==> src/rtl/fe_timestamp_gen_pkg.sv <==
// Shared FIFO entry command codes and timestamp field widths
// for the trace capture front-end.
package fe_timestamp_gen_pkg;

    localparam int FE_FIFO_SHORTTIME_LEN = 8;
    localparam int FE_FIFO_FULLTIME_LEN  = 16;

    localparam logic [1:0] FE_FIFO_CMD_DATA = 2'd0;
    localparam logic [1:0] FE_FIFO_CMD_STAT = 2'd1;
    localparam logic [1:0] FE_FIFO_CMD_TIME = 2'd2;

    typedef logic [1:0] fe_cmd_t;

endpackage

==> src/rtl/fe_timestamp_gen_counter.sv <==
// Elapsed-time counter: load-to-1, increment, hold-zero,
// all-ones detect and short-timestamp fit check.
module fe_time_counter #(
    parameter int FW = 16,
    parameter int SW = 8
) (
    input  logic          trace_clk,
    input  logic          reset,
    input  logic          i_clear,
    input  logic          i_load,
    input  logic [15:0]   i_max_short,
    output logic [FW-1:0] o_cnt,
    output logic          o_all_ones,
    output logic          o_fits
);

    logic [FW-1:0] r_cnt;
    logic [SW-1:0] w_max_eff;
    logic          w_clamp;

    // Any bit above the short field means the limit exceeds the field.
    always_comb begin
        w_clamp   = |i_max_short[15:SW];
        w_max_eff = w_clamp ? {SW{1'b1}} : i_max_short[SW-1:0];
    end

    always_ff @(posedge trace_clk) begin
        if (reset) begin
            r_cnt <= '0;
        end else if (i_clear) begin
            r_cnt <= '0;
        end else if (i_load) begin
            r_cnt <= {{(FW-1){1'b0}}, 1'b1};
        end else begin
            r_cnt <= r_cnt + {{(FW-1){1'b0}}, 1'b1};
        end
    end

    assign o_cnt      = r_cnt;
    assign o_all_ones = &r_cnt;
    assign o_fits     = (r_cnt[FW-1:SW] == '0) &&
                        (r_cnt[SW-1:0] <= w_max_eff);

endmodule

==> src/rtl/fe_timestamp_gen.sv <==
// Front-end timestamp/command generator feeding the trace
// capture FIFO write logic (trace_clk domain).
module fe_timestamp_gen
    import fe_timestamp_gen_pkg::*;
#(
    parameter int pTIMESTAMP_FULL_WIDTH  = FE_FIFO_FULLTIME_LEN,
    parameter int pTIMESTAMP_SHORT_WIDTH = FE_FIFO_SHORTTIME_LEN
) (
    input  logic                             trace_clk,
    input  logic                             reset,
    input  logic                             I_arm,
    input  logic                             I_event,
    input  logic [1:0]                       I_data_cmd,
    input  logic [15:0]                      I_max_short_timestamp,
    input  logic                             I_fifo_full,
    output logic [pTIMESTAMP_FULL_WIDTH-1:0] O_fifo_time,
    output logic [1:0]                       O_fifo_command,
    output logic                             O_fifo_wr,
    output logic                             O_capturing,
    output logic                             O_stopped_full,
    output logic                             O_event_dropped
);

    localparam int FW = pTIMESTAMP_FULL_WIDTH;

    localparam logic [1:0] ST_IDLE    = 2'd0;
    localparam logic [1:0] ST_CAPTURE = 2'd1;
    localparam logic [1:0] ST_HOLD    = 2'd2;
    localparam logic [1:0] ST_STOPPED = 2'd3;

    typedef enum logic [1:0] {
        IDLE    = ST_IDLE,
        CAPTURE = ST_CAPTURE,
        HOLD    = ST_HOLD,
        STOPPED = ST_STOPPED
    } state_t;

    state_t        r_state;
    logic          r_wr;
    logic [FW-1:0] r_time;
    fe_cmd_t       r_cmd;
    fe_cmd_t       r_pend_cmd;
    logic          r_capturing;
    logic          r_stopped_full;
    logic          r_event_dropped;

    logic [FW-1:0] w_cnt;
    logic          w_all_ones;
    logic          w_fits;
    logic          w_load;
    logic          w_clear;

    fe_time_counter #(
        .FW (FW),
        .SW (pTIMESTAMP_SHORT_WIDTH)
    ) u_cnt (
        .trace_clk   (trace_clk),
        .reset       (reset),
        .i_clear     (w_clear),
        .i_load      (w_load),
        .i_max_short (I_max_short_timestamp),
        .o_cnt       (w_cnt),
        .o_all_ones  (w_all_ones),
        .o_fits      (w_fits)
    );

    // Counter restarts at 1 on every issued entry; zero outside capture.
    always_comb begin
        w_load  = 1'b0;
        w_clear = 1'b0;
        case (r_state)
            IDLE: begin
                w_load  = I_arm;
                w_clear = !I_arm;
            end
            CAPTURE: begin
                if (I_fifo_full || !I_arm) begin
                    w_clear = 1'b1;
                end else begin
                    w_load = I_event || w_all_ones;
                end
            end
            HOLD: begin
                w_clear = I_fifo_full || !I_arm;
                w_load  = !(I_fifo_full || !I_arm);
            end
            default: begin
                w_clear = 1'b1;
            end
        endcase
    end

    always_ff @(posedge trace_clk) begin
        if (reset) begin
            r_state         <= IDLE;
            r_wr            <= 1'b0;
            r_time          <= '0;
            r_cmd           <= '0;
            r_pend_cmd      <= '0;
            r_capturing     <= 1'b0;
            r_stopped_full  <= 1'b0;
            r_event_dropped <= 1'b0;
        end else begin
            r_wr   <= 1'b0;
            r_time <= '0;
            r_cmd  <= '0;
            unique case (r_state)
                IDLE: begin
                    if (I_arm) begin
                        r_state         <= CAPTURE;
                        r_capturing     <= 1'b1;
                        r_stopped_full  <= 1'b0;
                        r_event_dropped <= 1'b0;
                    end
                end
                CAPTURE: begin
                    if (I_fifo_full) begin
                        r_state        <= STOPPED;
                        r_capturing    <= 1'b0;
                        r_stopped_full <= 1'b1;
                    end else if (!I_arm) begin
                        r_state     <= IDLE;
                        r_capturing <= 1'b0;
                    end else if (I_event) begin
                        r_wr   <= 1'b1;
                        r_time <= w_cnt;
                        if (w_fits) begin
                            r_cmd <= I_data_cmd;
                        end else begin
                            r_cmd      <= FE_FIFO_CMD_TIME;
                            r_pend_cmd <= I_data_cmd;
                            r_state    <= HOLD;
                        end
                    end else if (w_all_ones) begin
                        r_wr   <= 1'b1;
                        r_time <= w_cnt;
                        r_cmd  <= FE_FIFO_CMD_TIME;
                    end
                end
                HOLD: begin
                    if (I_event) begin
                        r_event_dropped <= 1'b1;
                    end
                    if (I_fifo_full) begin
                        r_state        <= STOPPED;
                        r_capturing    <= 1'b0;
                        r_stopped_full <= 1'b1;
                    end else begin
                        r_wr  <= 1'b1;
                        r_cmd <= r_pend_cmd;
                        if (I_arm) begin
                            r_state <= CAPTURE;
                        end else begin
                            r_state     <= IDLE;
                            r_capturing <= 1'b0;
                        end
                    end
                end
                STOPPED: begin
                    if (!I_arm) begin
                        r_state <= IDLE;
                    end
                end
            endcase
        end
    end

    assign O_fifo_time     = r_time;
    assign O_fifo_command  = r_cmd;
    assign O_fifo_wr       = r_wr;
    assign O_capturing     = r_capturing;
    assign O_stopped_full  = r_stopped_full;
    assign O_event_dropped = r_event_dropped;

endmodule

==> config.mk <==
export PLATFORM = sky130hd
export DESIGN_NAME = fe_timestamp_gen
export DESIGN_NICKNAME = d
export VERILOG_FILES = /design/src/rtl/fe_timestamp_gen_pkg.sv /design/src/rtl/fe_timestamp_gen_counter.sv /design/src/rtl/fe_timestamp_gen.sv
export SDC_FILE = /design/constraint.sdc
export NUM_CORES = 1
export LEC_CHECK = 0
export ABC_AREA = 1
export BUFFER_PORTS_ARGS = -buffer_cell sky130_fd_sc_hd__buf_2
export CAP_MARGIN = 20
export CORE_MARGIN = 1.5
export CORE_UTILIZATION = 40
export CTS_CLUSTER_DIAMETER = 80
export DETAILED_ROUTE_END_ITERATION = 8
export PLACE_DENSITY_LB_ADDON = 0.3
export SLEW_MARGIN = 20
export SYNTH_ARGS = -nofsm -noshare
export SYNTH_HDL_FRONTEND = slang
export SYNTH_SLANG_ARGS = --single-unit
==> constraint.sdc <==
create_clock -name trace_clk -period 4.1 [get_ports trace_clk]
set_clock_uncertainty 0.1 [all_clocks]
set_input_delay 0.41 -clock trace_clk [delete_from_list [all_inputs] [get_ports trace_clk]]
set_output_delay 0.41 -clock trace_clk [all_outputs]
set_load 0.005 [all_outputs]
==> results.ini <==
[run_status]
outcome = complete, no violations

[place]
placed_area_um2 = 2372
gp_congestion = 0.7874
hpwl_mm = 3.184
dp_slack_ns = 1.597
port_buffers = 44
dp.cells = 377

[run]
cap_viol_max_count = 0

[critical_path]
crit_path_start_kind = primary input
r2r_slack_ns = 2.08
r2r-start = r_state[0]$_SDFFE_PP0P_
end_kind = flop
worstReg2RegEnd = u_cnt.o_cnt[13]$_SDFF_PP0_
cp.required_ns = 4.19
cp-startpoint = I_max_short_timestamp[9]
worstSetupPathType = primary input to flop
r2r.worst_path.cells = 10
crit_fanout = 8
crit_arrival_ns = 2.27

[synth]
synthArstFlopShare_pct = 0
synth_top_area_share_pct = 40.29
synth_common_cells = 42 x dfxtp_1, 41 x nand2_1, 36 x nor2_1, 35 x inv_1, 19 x a21oi_1
synth_top_flop_cell = dfxtp_1
synth.yosys.seq_area_share_pct = 40.29
yosysUniqueCellTypes = 28
post-synth-top-count-cell = dfxtp_1
ys_ff_latch = 42
synth_area_um2 = 2087
syn-num-nets = 303
synth_top_cell_by_area = dfxtp_1
yosys_warnings = 0
synthCells = 265
synthTopCellsByArea = dfxtp_1 40%, ha_1 9.0%, nand2_1 7.4%
syn_avg_cell_area_um2 = 7.875
synth_edf_count = 0

[clock_network]
ctsLongestPathBuffers = 2
cts.clk_slew.worst_paths_ns = 0.08
worst_skew_pair.late_latency_ns = 0.29
post-cts-setup-buffers = 0
cts_tree = yes
numClockSinks = 42
cts_root_buf = clkbuf_8
htreeDepth = 2
hold_buffers = 0
post_cts_resized = 0
numCtsBuffers = 5

[grt]
grt_start_max_net_pins = 17
grt_pass1_vias = 1553
grt_pass1_wl_mm = 6.810
grtUsageTotal_pct = 15.65
antenna_found_initial = 0
grt_overflow = 0

[floorplan]
io_pins = 45
die_h_um = 75.23
coreArea_um2 = 5075
row_count = 26
die_w_um = 75.23
initial_core_util_pct = 41.12
die-area_um2 = 5660

[sta]
tightest_slew_ns = 0.3256
fmax_mhz = 458.5
maxSlewViolCount = 0
finalCritPeriodShare_pct = 53.19
setup_ws_ns = 1.919
max_slew_margin_pct = 78.12
period_minus_slack_ns = 2.181
rsz0062_at_grt = no
tns_ns = 0
hold_viol = 0
finalSetupViolCount = 0

[route]
wl_mm = 4.102
first_pass_iters = 4
drc = 0
vias = 1777
wire_per_inst_um = 10.65
ant_nets = 0
drtIter0Drc = 113
viasPerCell = 4.616

[power_and_ir_drop]
switching_share_pct = 32.11
p_switching_w = 0.0003081
power.share.sequential_pct = 47.0
power_frac_comb_pct = 24.0
internal_power_w = 0.0006515
clkPwrFrac_pct = 29.0
p_leak_nw = 1.115
p_total_w = 0.0009597
powerDensity_nw_per_um2 = 388.9
ir_drop_mv = 0.2436

[min_path]
holdPathStages = 2
hold_end = O_capturing$_SDFFE_PP0P_
min_from = reset
hold_path.class = primary input to flop

[cells_and_area]
diodes = 0
drive_gt1_share_pct = 26.03
fin_nets = 352
fill_cells = 558
final_cells = 385
final_area_um2 = 2467
syn_to_final_growth_pct = 18.23

[flip-flops by register name, summed over array words and instances, names as in the netlist]
name / cells
O_fifo_time: 16
u_cnt.o_cnt: 16
O_fifo_command: 2
r_pend_cmd: 2
r_state: 2
O_capturing: 1
O_event_dropped: 1
O_fifo_wr: 1
O_stopped_full: 1
[cells in the final DEF, fill, tap and decap left out]
cell type    n
nand4_1      4
nand3_2      2
buf_2       44
nor3_2       2
inv_2        1
o21bai_1     1
clkinvlp_4   1
nand2_2      2
nand2_1     41
nor4_1       2
inv_1       35
xnor2_1      1
a21oi_1     19
nor3_1       7
nor2_1      36
o21ai_2      1
o21ai_0      6
clkbuf_8     6
xor2_1       9
nor2_2      14
clkinv_2     1
nand2_4      3
ha_1        15
a211oi_1     4
nor4_2       1
nand3_1      9
nor2_4       2
or2_2        2
a21o_1       1
dfxtp_1     42
or2_1        1
[through the flow]
stage,hold WS [ns],utilization (%)
floorplan,0.3539,-
detailed placement,0.3617,46.75
finish,0.2145,48.62
global route,0.2256,48.62
global placement,0.3581,46.75
CTS,0.2114,48.62
[power by group through the flow]
stage	Sequential [W]	Combinational (W)	Clock (W)
floorplan	0.000457	0.000174	0
global placement	0.000460	0.000225	0
detailed placement	0.000461	0.000231	0
CTS	0.000451	0.000232	0.000287
global route	0.000455	0.000262	0.000300
finish	0.000451	0.000230	0.000278
[layer usage]
layer,vias to the layer above,share of wire (%),global-route usage (%)
li1,939,-,-
met1,800,48,20.79
met2,36,48,25.37
met3,2,3.6,3.614
met4,0,0.44,4.762
met5,-,0,0
[cells by family after synthesis]
family,Yosys count,synth area share [%]
and+or+nand+nor,128,30.39
DFF,42,40.29
buffers and inverters,38,7.554
AOI/OAI and AO/OA,32,8.574
adders and majority gates,15,8.993
xor gates and xnor gates,10,4.197
[cell type report]
type                       instances  area, um^2  share of cell area, %
multi-input combinational        185        1089                  44.12
sequential                        42       840.8                  34.08
timing repair buffer              44       220.2                  8.925
inverter                          36       135.1                  5.477
tap                               70       87.58                  3.550
clock buffer                       6       82.58                  3.347
clock inverter                     2       12.51                 0.5071
[critical path, cell delays in order]
cell and delay (ns):
buf_2 0.09, nor4_1 0.26, nand2_1 0.20, or2_2 0.32, ha_1 0.18, inv_1 0.05, nand2_1 0.04, nand2_1 0.05
nand2_1 0.04, nand2_1 0.05, nand2_1 0.04, nand2_1 0.05, nand2_1 0.06, nand2_1 0.09, nand2_1 0.11, a21oi_1 0.15
nor2_1 0.07
[worst max-delay path by stage]
stage	to	cells after the start
finish	r_state[1]$_SDFFE_PP0P_	17
global route	r_state[1]$_SDFFE_PP0P_	18
CTS	r_state[1]$_SDFFE_PP0P_	17
detailed placement	r_state[1]$_SDFFE_PP0P_	17
global placement	r_pend_cmd[0]$_SDFFE_PP0P_	17
floorplan	r_state[0]$_SDFFE_PP0P_	16
No activity file was read; power rests on OpenSTA's default activity.
